File: src/rtl/lmsm_sequencer_pkg.sv
// Shared ISA constants, instruction field positions and sequencer types.
// The decoder and the LM/SM sequencer both import this package.
package lmsm_sequencer_pkg;

    localparam int NREG = 8;
    localparam int IDXW = $clog2(NREG);

    localparam logic [3:0] OPC_ADD = 4'b0000;
    localparam logic [3:0] OPC_ADI = 4'b0001;
    localparam logic [3:0] OPC_NDU = 4'b0010;
    localparam logic [3:0] OPC_LHI = 4'b0011;
    localparam logic [3:0] OPC_LW  = 4'b0100;
    localparam logic [3:0] OPC_SW  = 4'b0101;
    localparam logic [3:0] OPC_LM  = 4'b0110;
    localparam logic [3:0] OPC_SM  = 4'b0111;
    localparam logic [3:0] OPC_JAL = 4'b1000;
    localparam logic [3:0] OPC_JLR = 4'b1001;
    localparam logic [3:0] OPC_BEQ = 4'b1100;

    localparam int OPC_MSB  = 15;
    localparam int OPC_LSB  = 12;
    localparam int RA_MSB   = 11;
    localparam int RA_LSB   = 9;
    localparam int MASK_MSB = 7;
    localparam int MASK_LSB = 0;

    typedef enum logic {IDLE, ISSUE} state_t;

    typedef struct packed {
        logic            vld;
        logic [IDXW-1:0] rd;
        logic [IDXW-1:0] off;
        logic            last;
    } uop_t;

    function automatic logic is_lmsm(input logic [3:0] opc);
        return (opc == OPC_LM) || (opc == OPC_SM);
    endfunction

endpackage

File: src/rtl/lmsm_sequencer_if.sv
// ID-stage <-> LM/SM sequencer bus: instruction in, stall and micro-op out.
// master = the sequencer, slave = the pipeline around it.
interface lmsm_sequencer_if;
    import lmsm_sequencer_pkg::*;

    logic [15:0]      inst;
    logic             inst_valid;
    logic             flush;
    logic             uop_ready;
    logic             stall;
    logic             uop_valid;
    logic             uop_is_load;
    logic [IDXW-1:0]  uop_base;
    logic [IDXW-1:0]  uop_reg;
    logic [IDXW-1:0]  uop_offset;
    logic             uop_first;
    logic             uop_last;
    logic [NREG-1:0]  uop_wr_en;

    modport master (
        input  inst, inst_valid, flush, uop_ready,
        output stall, uop_valid, uop_is_load, uop_base, uop_reg, uop_offset,
               uop_first, uop_last, uop_wr_en
    );

    modport slave (
        output inst, inst_valid, flush, uop_ready,
        input  stall, uop_valid, uop_is_load, uop_base, uop_reg, uop_offset,
               uop_first, uop_last, uop_wr_en
    );

endinterface

File: src/rtl/lmsm_prio_enc.sv
// Lowest-set-bit encoder: index of the lowest 1, any-bit-set flag, and
// whether exactly one bit is set.
module lmsm_prio_enc #(
    parameter  int W  = 8,
    localparam int IW = $clog2(W)
) (
    input  logic [W-1:0]  vec,
    output logic [IW-1:0] idx,
    output logic          found,
    output logic          single_bit
);

    always_comb begin
        idx = '0;
        for (int i = W - 1; i >= 0; i--)
            if (vec[i]) idx = IW'(i);
    end

    assign found      = |vec;
    assign single_bit = found & ~|(vec & (vec - 1'b1));

endmodule

File: src/rtl/lmsm_sequencer.sv
// Expands LM/SM in the ID stage into one micro-op per set mask bit, in
// ascending register order, while holding PC and IF/ID frozen.
module lmsm_sequencer
    import lmsm_sequencer_pkg::*;
(
    input  logic              clk,
    input  logic              rst_n,
    lmsm_sequencer_if.master  bus
);

    state_t           state;
    logic [NREG-1:0]  mask_q, mask_nxt;
    logic [IDXW-1:0]  cnt_q, cnt_nxt;
    logic [IDXW-1:0]  base_q, base_nxt;
    logic             ld_q, ld_nxt;
    uop_t             uop_q;

    logic [IDXW-1:0]  enc_idx;
    logic             enc_found, enc_single;
    logic             is_mm, hs;

    assign is_mm = bus.inst_valid & is_lmsm(bus.inst[OPC_MSB:OPC_LSB])
                 & (|bus.inst[MASK_MSB:MASK_LSB]) & ~bus.flush;
    assign hs    = uop_q.vld & bus.uop_ready;

    // Remaining mask after this cycle; the encoder looks ahead at it so
    // the next micro-op fields can be registered.
    always_comb begin
        mask_nxt = mask_q;
        cnt_nxt  = cnt_q;
        base_nxt = base_q;
        ld_nxt   = ld_q;
        if (bus.flush) begin
            mask_nxt = '0;
        end else begin
            case (state)
                IDLE: if (is_mm) begin
                    mask_nxt = bus.inst[MASK_MSB:MASK_LSB];
                    cnt_nxt  = '0;
                    base_nxt = bus.inst[RA_MSB:RA_LSB];
                    ld_nxt   = (bus.inst[OPC_MSB:OPC_LSB] == OPC_LM);
                end
                ISSUE: if (hs) begin
                    mask_nxt = mask_q & (mask_q - 1'b1);
                    if (cnt_q != '1) cnt_nxt = cnt_q + 1'b1;
                end
                default: ;
            endcase
        end
    end

    lmsm_prio_enc #(.W(NREG)) u_enc (
        .vec        (mask_nxt),
        .idx        (enc_idx),
        .found      (enc_found),
        .single_bit (enc_single)
    );

    always_ff @(posedge clk or negedge rst_n) begin
        if (!rst_n) begin
            state  <= IDLE;
            mask_q <= '0;
            cnt_q  <= '0;
            base_q <= '0;
            ld_q   <= 1'b0;
            uop_q  <= '0;
        end else begin
            state     <= enc_found ? ISSUE : IDLE;
            mask_q    <= mask_nxt;
            cnt_q     <= cnt_nxt;
            base_q    <= base_nxt;
            ld_q      <= ld_nxt;
            uop_q.vld <= enc_found;
            uop_q.rd  <= enc_found ? enc_idx : '0;
            uop_q.off <= enc_found ? cnt_nxt : '0;
            uop_q.last <= enc_found & enc_single;
        end
    end

    // Stall releases in the cycle of the last handshake so IF/ID can load.
    always_comb begin
        bus.stall = 1'b0;
        if (rst_n && !bus.flush) begin
            case (state)
                IDLE:    bus.stall = is_mm;
                ISSUE:   bus.stall = ~(hs & uop_q.last);
                default: bus.stall = 1'b0;
            endcase
        end
    end

    assign bus.uop_valid   = uop_q.vld;
    assign bus.uop_is_load = ld_q;
    assign bus.uop_base    = base_q;
    assign bus.uop_reg     = uop_q.rd;
    assign bus.uop_offset  = uop_q.off;
    assign bus.uop_first   = uop_q.vld & (cnt_q == '0);
    assign bus.uop_last    = uop_q.last;
    assign bus.uop_wr_en   = (uop_q.vld & ld_q)
                           ? ({{(NREG-1){1'b0}}, 1'b1} << uop_q.rd) : '0;

endmodule

File: src/flat_wrapper.sv
// flat-port wrapper written by rule: the top's interface ports become plain ports
module lmsm_sequencer_flat import lmsm_sequencer_pkg::*;
  (clk, rst_n, bus_inst, bus_inst_valid, bus_flush, bus_uop_ready, bus_stall, bus_uop_valid, bus_uop_is_load, bus_uop_base, bus_uop_reg, bus_uop_offset, bus_uop_first, bus_uop_last, bus_uop_wr_en);
  lmsm_sequencer_if bus_i ();
  input  logic clk;
  input  logic rst_n;
  input wire logic [$bits(bus_i.inst)-1:0] bus_inst;
  input wire logic [$bits(bus_i.inst_valid)-1:0] bus_inst_valid;
  input wire logic [$bits(bus_i.flush)-1:0] bus_flush;
  input wire logic [$bits(bus_i.uop_ready)-1:0] bus_uop_ready;
  output wire logic [$bits(bus_i.stall)-1:0] bus_stall;
  output wire logic [$bits(bus_i.uop_valid)-1:0] bus_uop_valid;
  output wire logic [$bits(bus_i.uop_is_load)-1:0] bus_uop_is_load;
  output wire logic [$bits(bus_i.uop_base)-1:0] bus_uop_base;
  output wire logic [$bits(bus_i.uop_reg)-1:0] bus_uop_reg;
  output wire logic [$bits(bus_i.uop_offset)-1:0] bus_uop_offset;
  output wire logic [$bits(bus_i.uop_first)-1:0] bus_uop_first;
  output wire logic [$bits(bus_i.uop_last)-1:0] bus_uop_last;
  output wire logic [$bits(bus_i.uop_wr_en)-1:0] bus_uop_wr_en;
  assign bus_i.inst = bus_inst;
  assign bus_i.inst_valid = bus_inst_valid;
  assign bus_i.flush = bus_flush;
  assign bus_i.uop_ready = bus_uop_ready;
  assign bus_stall = bus_i.stall;
  assign bus_uop_valid = bus_i.uop_valid;
  assign bus_uop_is_load = bus_i.uop_is_load;
  assign bus_uop_base = bus_i.uop_base;
  assign bus_uop_reg = bus_i.uop_reg;
  assign bus_uop_offset = bus_i.uop_offset;
  assign bus_uop_first = bus_i.uop_first;
  assign bus_uop_last = bus_i.uop_last;
  assign bus_uop_wr_en = bus_i.uop_wr_en;
  lmsm_sequencer u_core (.clk(clk), .rst_n(rst_n), .bus(bus_i));
endmodule
File: config.mk
export PLATFORM = sky130hd
export DESIGN_NAME = lmsm_sequencer_flat
export DESIGN_NICKNAME = d
export VERILOG_FILES = /design/src/rtl/lmsm_sequencer_pkg.sv /design/src/rtl/lmsm_sequencer_if.sv /design/src/rtl/lmsm_prio_enc.sv /design/src/rtl/lmsm_sequencer.sv /design/src/flat_wrapper.sv
export SDC_FILE = /design/constraint.sdc
export NUM_CORES = 1
export LEC_CHECK = 0
export BUFFER_PORTS_ARGS = -buffer_cell sky130_fd_sc_hd__buf_2
export CORE_UTILIZATION = 45
export DETAILED_ROUTE_END_ITERATION = 12
export GPL_TIMING_DRIVEN = 0
export HOLD_SLACK_MARGIN = 0.15
export PLACE_DENSITY_LB_ADDON = 0.12
export SETUP_SLACK_MARGIN = 0.4
export SYNTH_ARGS = -nofsm -noshare
export SYNTH_HDL_FRONTEND = slang
export SYNTH_SLANG_ARGS = --single-unit
export TNS_END_PERCENT = 1
File: constraint.sdc
create_clock -name clk -period 2.5 [get_ports clk]
set_input_delay 0.375 -clock clk [delete_from_list [all_inputs] [get_ports clk]]
set_output_delay 0.375 -clock clk [all_outputs]
set_load 0.01 [all_outputs]
Yosys cells after proc, flatten, opt, wreduce, memory -nomap -nowiden:

Index checks and enable logic that the tools add are counted.

* output and inout bits: 22
* word-level logic and storage cells: 62
* input port bits: 21
* register bits: 24

* reductions and logical operators: 9
* bitwise gates (word level): 14
* muxes and demuxes: 23
* shifts and indexed selects: 1
* add/sub/neg operators: 3
* eq/ne operators: 3

Operators by type and width (count)
* $mux 3: 14
* $mux 8: 4
* $reduce_or 8->1: 3
* $and 8x8->8: 2
* $pmux 8 s2: 1
* $sub 8x1->8 const B: 2
* $and 1x1->1: 9
* $eq 4x3->1 const B: 2
* $shl 1x3->8 const A: 1
* $pmux 3 s2: 1
* $add 3x1->3 const B: 1
* $logic_not 3->1: 1
* $ne 3x3->1 const B: 1
* $not 1->1: 3
* $reduce_and 3->1: 1
* $logic_not 1->1: 2
* $mux 1: 2
* $pmux 1 s2: 1
* $logic_and 1x1->1: 1
* $logic_or 1x1->1: 1

Depth between registers and ports, before layout:

* depth in word-level cells: 17
* gate-level depth with buffers: 8

Cells and area by module:

From an unflattened synthesis, not the netlist that was laid out.

* cell total of the unflattened synthesis: 136
* area, all modules: 1362.6 um^2

By module, submodules not included
* lmsm_sequencer: seq. area each 575.6 um^2, area each 1199.9 um^2, cells an instance 112, instances 1
* lmsm_prio_enc: seq. area each 0.0 um^2, area each 162.7 um^2, cells an instance 24, instances 1

Worst setup path after synthesis:

OpenSTA, ideal clock, no wires.

* path type: input port to flip-flop
* start point: in bus_inst[15]
* end point: reg u_core.uop_q, in the netlist u_core.bus.uop_offset[1]
* path slack: 491 ps
* stages on the path: 7
* data arrival time: 1877 ps
* setup time: 131 ps
* buffers on the path: 0
* cell sequence: nand3b_4 -> a211o_4 -> nor2_4 -> o21ai_1 -> o31ai_4 -> nor3b_2 -> nor3_1

* longest elaborated chain between the ends: 10
* elaborated cells on any way between the ends: 14
* classes of those cells: eq/ne: 2; mux: 7; bitwise: 3; reduce/logical: 2

Ends and longest elaborated chain
* from (decl): line flat_wrapper.sv:7 `input wire logic [$bits(bus_i.inst)-1:0] bus_inst;`
* $eq 4x3->1: line lmsm_sequencer_pkg.sv:37 `return (opc == OPC_LM) || (opc == OPC_SM);`
* $logic_or 1x1->1 (*): line lmsm_sequencer_pkg.sv:37
* $and 1x1->1 (*): line lmsm_sequencer.sv:22 `assign is_mm = bus.inst_valid & is_lmsm(bus.inst[OPC_MSB:OPC_LSB])`
* $and 1x1->1 (*) (2 in series): line lmsm_sequencer.sv:23 `& (|bus.inst[MASK_MSB:MASK_LSB]) & ~bus.flush;`
* $mux 8: line lmsm_sequencer.sv:37 `IDLE: if (is_mm) begin`
* $pmux 8 s2: line lmsm_sequencer.sv:36 `case (state)`
* $mux 8: line lmsm_sequencer.sv:33 `if (bus.flush) begin`
* $reduce_or 8->1: line lmsm_prio_enc.sv:19 `assign found = |vec;`
* $mux 3 (*): line lmsm_sequencer.sv:75 `uop_q.off <= enc_found ? cnt_nxt : '0;`
* to (decl): line lmsm_sequencer.sv:16 `uop_t uop_q;`

Every way passes the cells marked *; elsewhere a longest branch is shown, timed or not.
A chain may end at the register's enable or synchronous reset.

Final worst setup path:

* start point: reg u_core.state
* end point: reg u_core.uop_q, in the netlist u_core.bus.uop_last

* longest elaborated chain between the ends: 9
* elaborated cells on any way between the ends: 10
* classes of those cells: add/sub: 1; mux: 2; bitwise: 4; reduce/logical: 3

Ends and longest elaborated chain
* from (decl): line lmsm_sequencer.sv:11 `state_t state;`
* from (signal assigned): line lmsm_sequencer.sv:68 `state <= enc_found ? ISSUE : IDLE;`
* $not 1->1: line lmsm_sequencer.sv:36
* $pmux 8 s2 (*): line lmsm_sequencer.sv:36
* $mux 8 (*): line lmsm_sequencer.sv:33
* $sub 8x1->8: line lmsm_prio_enc.sv:20 `assign single_bit = found & ~|(vec & (vec - 1'b1));`
* $and 8x8->8: line lmsm_prio_enc.sv:20
* $reduce_or 8->1: line lmsm_prio_enc.sv:20
* $logic_not 1->1: line lmsm_prio_enc.sv:20
* $and 1x1->1: line lmsm_prio_enc.sv:20
* $and 1x1->1 (*): line lmsm_sequencer.sv:76 `uop_q.last <= enc_found & enc_single;`

Marked as above.

==> summary.md <==
| Metric | Value |
|---|---|
| Overall routed net length | `3.409 mm` |
| Final Instance Count excl. Fillers | `241` |
| Slew headroom | `30.10%` |
| Peak VDD IR | `254.0 uV` |
| Status | `completed` |
| Avg WL per Cell | `14.15 um` |
| Cell Area, Placed | `1723 um^2` |
| DRT Pass-1 Iters | `4` |
| Asr flop ratio synth | `100.0%` |
| YS warnings | `0` |
| Die Ht | `59.01 um` |
| MaxCap Viol Count | `0` |
| Peak fanout along the critical path | `7` |
| Final hold vios | `0` |
| RSZ-0062 raised after global routing | `yes` |
| Tcrit/Tclk final | `87.24%` |
| WP data arrival | `2.41 ns` |
| Fillers | `298` |
| Hold/Removal Path Class | `input pin to flop` |
| Most frequent cells in the layout | `42 x buf_2, 23 x nand2_1, 23 x dfrtp_1` |
| Post-route cell area | `1784 um^2` |
| Setup Fix Bufs, Post-CTS | `0` |
| # setup viols final | `0` |
| Final #Nets | `221` |
| Placed Cells incl. Taps | `236` |
| DR iter-0 viols | `40` |
| Core ar. | `3078 um^2` |
| H-tree levels | `1` |
| Gr ovfl total | `0` |
| Slew Viols, Final | `0` |
| Cell internal pwr | `0.0005550 W` |
| Comb pwr share | `24.9%` |
| Starting Density | `47.52%` |
| Commonest non-fill, non-tap cell in the layout | `buf_2` |
| Global-route wire length before repair | `5.775 mm` |
| Crit start category | `flop` |
| Lkg Pwr | `0.8670 nW` |
| Number of global-route vias before repair | `1,276` |
| Max reg flops | `8` |
| Flops & latches, synth | `23` |
| TritonCTS Sinks | `23` |
| Via count | `1,284` |
| P&R area growth vs syn | `21.98%` |
| IO Port Bufs | `41` |
| Total GRT Usage | `22.01%` |
| Number of antenna violations at the first check in global routing | `0` |
| Flop pwr share | `54.1%` |
| Crit path kind | `flop to flop` |
| Max Fclk | `458.5 MHz` |
| Via/cell ratio | `5.328` |
| Fin crit period | `2.181 ns` |
| Clock Power Share | `21.1%` |
| Row Count | `20` |
| Final RePlAce weighted congestion | `0.9029` |
| Die area | `3482 um^2` |
| Final setup TNS | `0 ns` |
| Sw frac | `31.59%` |
| Worst Clk Skew | `0.02015 ns` |
| Synthesized instance count | `151` |
| Residual DRC | `0` |
| CTS buffer count | `3` |
| Post-DP HPWL | `2.693 mm` |
| Syn_area_per_cell | `9.686 um^2` |
| CTS tree | `yes` |
| Prevailing post-synth register cell | `dfrtp_1` |
| Ports | `43` |
| CTS clk-pin slew, worst paths | `0.14 ns` |
| Syn Nets | `174` |
| Post-synth design cell area | `1463 um^2` |
| Die Width | `59.01 um` |
| Clock Tree Root | `clkbuf_4` |
| Layout cells sized above 1 | `35.53%` |
| Post-route ant nets | `0` |
| Worst-case clock buffer depth | `2` |
| Worst Tran Pin Value | `1.045 ns` |
| Power per cell area | `454.7 nW/um^2` |
| Psw | `0.0002563 W` |
| CP required | `2.73 ns` |
| Largest Register | `u_core.mask_q` |
| Final Core Density | `57.97%` |
| Clk Latency, worst-skew pair | `0.32 ns` |
| Critical path endpoint category | `flop` |
| Largest net degree at the start of global routing | `24` |
| Post-synthesis cell type count | `51` |
| Post-synth EDFFs | `0` |
| Ant. Diodes | `0` |
| Seq/Total Area, Yosys | `39.35%` |
==> per-layer routing <==
layer  routed length (um)  up-vias  global-route usage (%)  part of all wire, %
li1                     -      638                       -                    -
met3                  113        4                   3.930                  3.3
met5                    0        -                       0                    0
met2                 1695       30                   38.31                   50
met4                   29        0                   4.082                 0.85
met1                 1571      612                   28.89                   46
==> final timing paths <==
path                       cells after the start              startpoint  slack, ns                       end
max reg2reg                                    8            u_core.state       0.32       u_core.bus.uop_last
max                                            8            u_core.state       0.32       u_core.bus.uop_last
min reg2reg                                    2  u_core.bus.uop_base[0]       0.50    u_core.bus.uop_base[0]
min                                            2            bus_inst[12]       0.21    u_core.bus.uop_is_load
min in group asynchronous                      2                   rst_n       0.79    u_core.bus.uop_base[0]
max in group asynchronous                      2                   rst_n       1.06  u_core.bus.uop_offset[2]
==> stage by stage <==
| step | hold WS [ns] | power [W] | setup WS, ns |
|---|---|---|---|
| 3_3_place_gp | 0.3753 | 0.0006331 | 0.08943 |
| 6_report | 0.2141 | 0.0008113 | 0.3189 |
| 2_1_floorplan | 0.07941 | 0.0005615 | 0.4914 |
| 4_1_cts | 0.2072 | 0.0008183 | 0.2839 |
| 3_5_place_dp | 0.3846 | 0.0006443 | 0.04761 |
| 5_1_grt | 0.1804 | 0.0008743 | 0.1989 |
==> cell type report <==
class	instances	area [um^2]	area share (%)
buffer	4	23.77	1.332
clock buffer	3	22.52	1.262
clock inverter	1	5.005	0.2805
inverter	9	33.78	1.893
multi-input combinational	115	853.3	47.83
sequential	23	575.6	32.26
tap	44	55.05	3.086
timing repair buffer	42	215.2	12.06
==> worst max-delay path, cell delays in order (launching register included) <==
cell	delay (ns)
dfrtp_1	0.37
buf_4	0.17
nand4bb_4	0.17
nor4_4	0.21
or3b_4	0.43
and2_1	0.16
a32oi_1	0.23
o21ai_1	0.10
o31ai_1	0.26
==> synthesized netlist by cell type (2+ instances only) <==
library cell | count | area, um^2
a211oi_2 | 3 | 37.54
a211oi_1 | 2 | 15.01
o21ai_1 | 3 | 15.01
o21a_1 | 2 | 15.01
dfrtp_1 | 23 | 575.6
nand2_1 | 23 | 86.33
nor4_4 | 2 | 42.54
o21ai_0 | 3 | 15.01
nand3_1 | 5 | 25.02
nor3_1 | 8 | 40.04
inv_1 | 8 | 30.03
a21oi_1 | 3 | 15.01
o31ai_1 | 2 | 15.01
buf_2 | 2 | 10.01
nand2b_1 | 4 | 25.02
ha_1 | 2 | 25.02
and2_1 | 3 | 18.77
or2_2 | 3 | 18.77
nor2_1 | 14 | 52.55
mux2i_1 | 5 | 50.05
==> cell families (layout without fill, tap and decap cells) <==
logic type | count (synthesis) | in the layout | share of synthesized area (%)
XOR/XNOR | 1 | 1 | 0.5989
AND/OR/NAND/NOR | 75 | 75 | 31.22
flip-flops | 23 | 23 | 39.35
AO/OA/AOI/OAI | 30 | 30 | 18.48
adder cells (fa/ha/maj) | 3 | 3 | 2.395
buffers and inverters | 13 | 59 | 3.764
multiplexers | 6 | 6 | 4.192
==> timing repair <==
action / CTS / global route
hold endpoints to repair: 23 / 0
endpoints found under the setup margin: 5 / 8
hold buffers: 1 / 0
gates resized for setup: 3 / 2
pin swaps: 1 / 1
==> power groups by stage <==
| stage | logic [W] | registers (W) | clock network [W] |
|---|---|---|---|
| after global routing | 0.000228 | 0.000446 | 0.000200 |
| after floorplan | 0.000111 | 0.000451 | 0 |
| after global placement | 0.000191 | 0.000442 | 0 |
| after detailed placement | 0.000199 | 0.000445 | 0 |
| final | 0.000202 | 0.000439 | 0.000171 |
| after CTS | 0.000202 | 0.000438 | 0.000178 |
(Power assumes the default switching activity.)
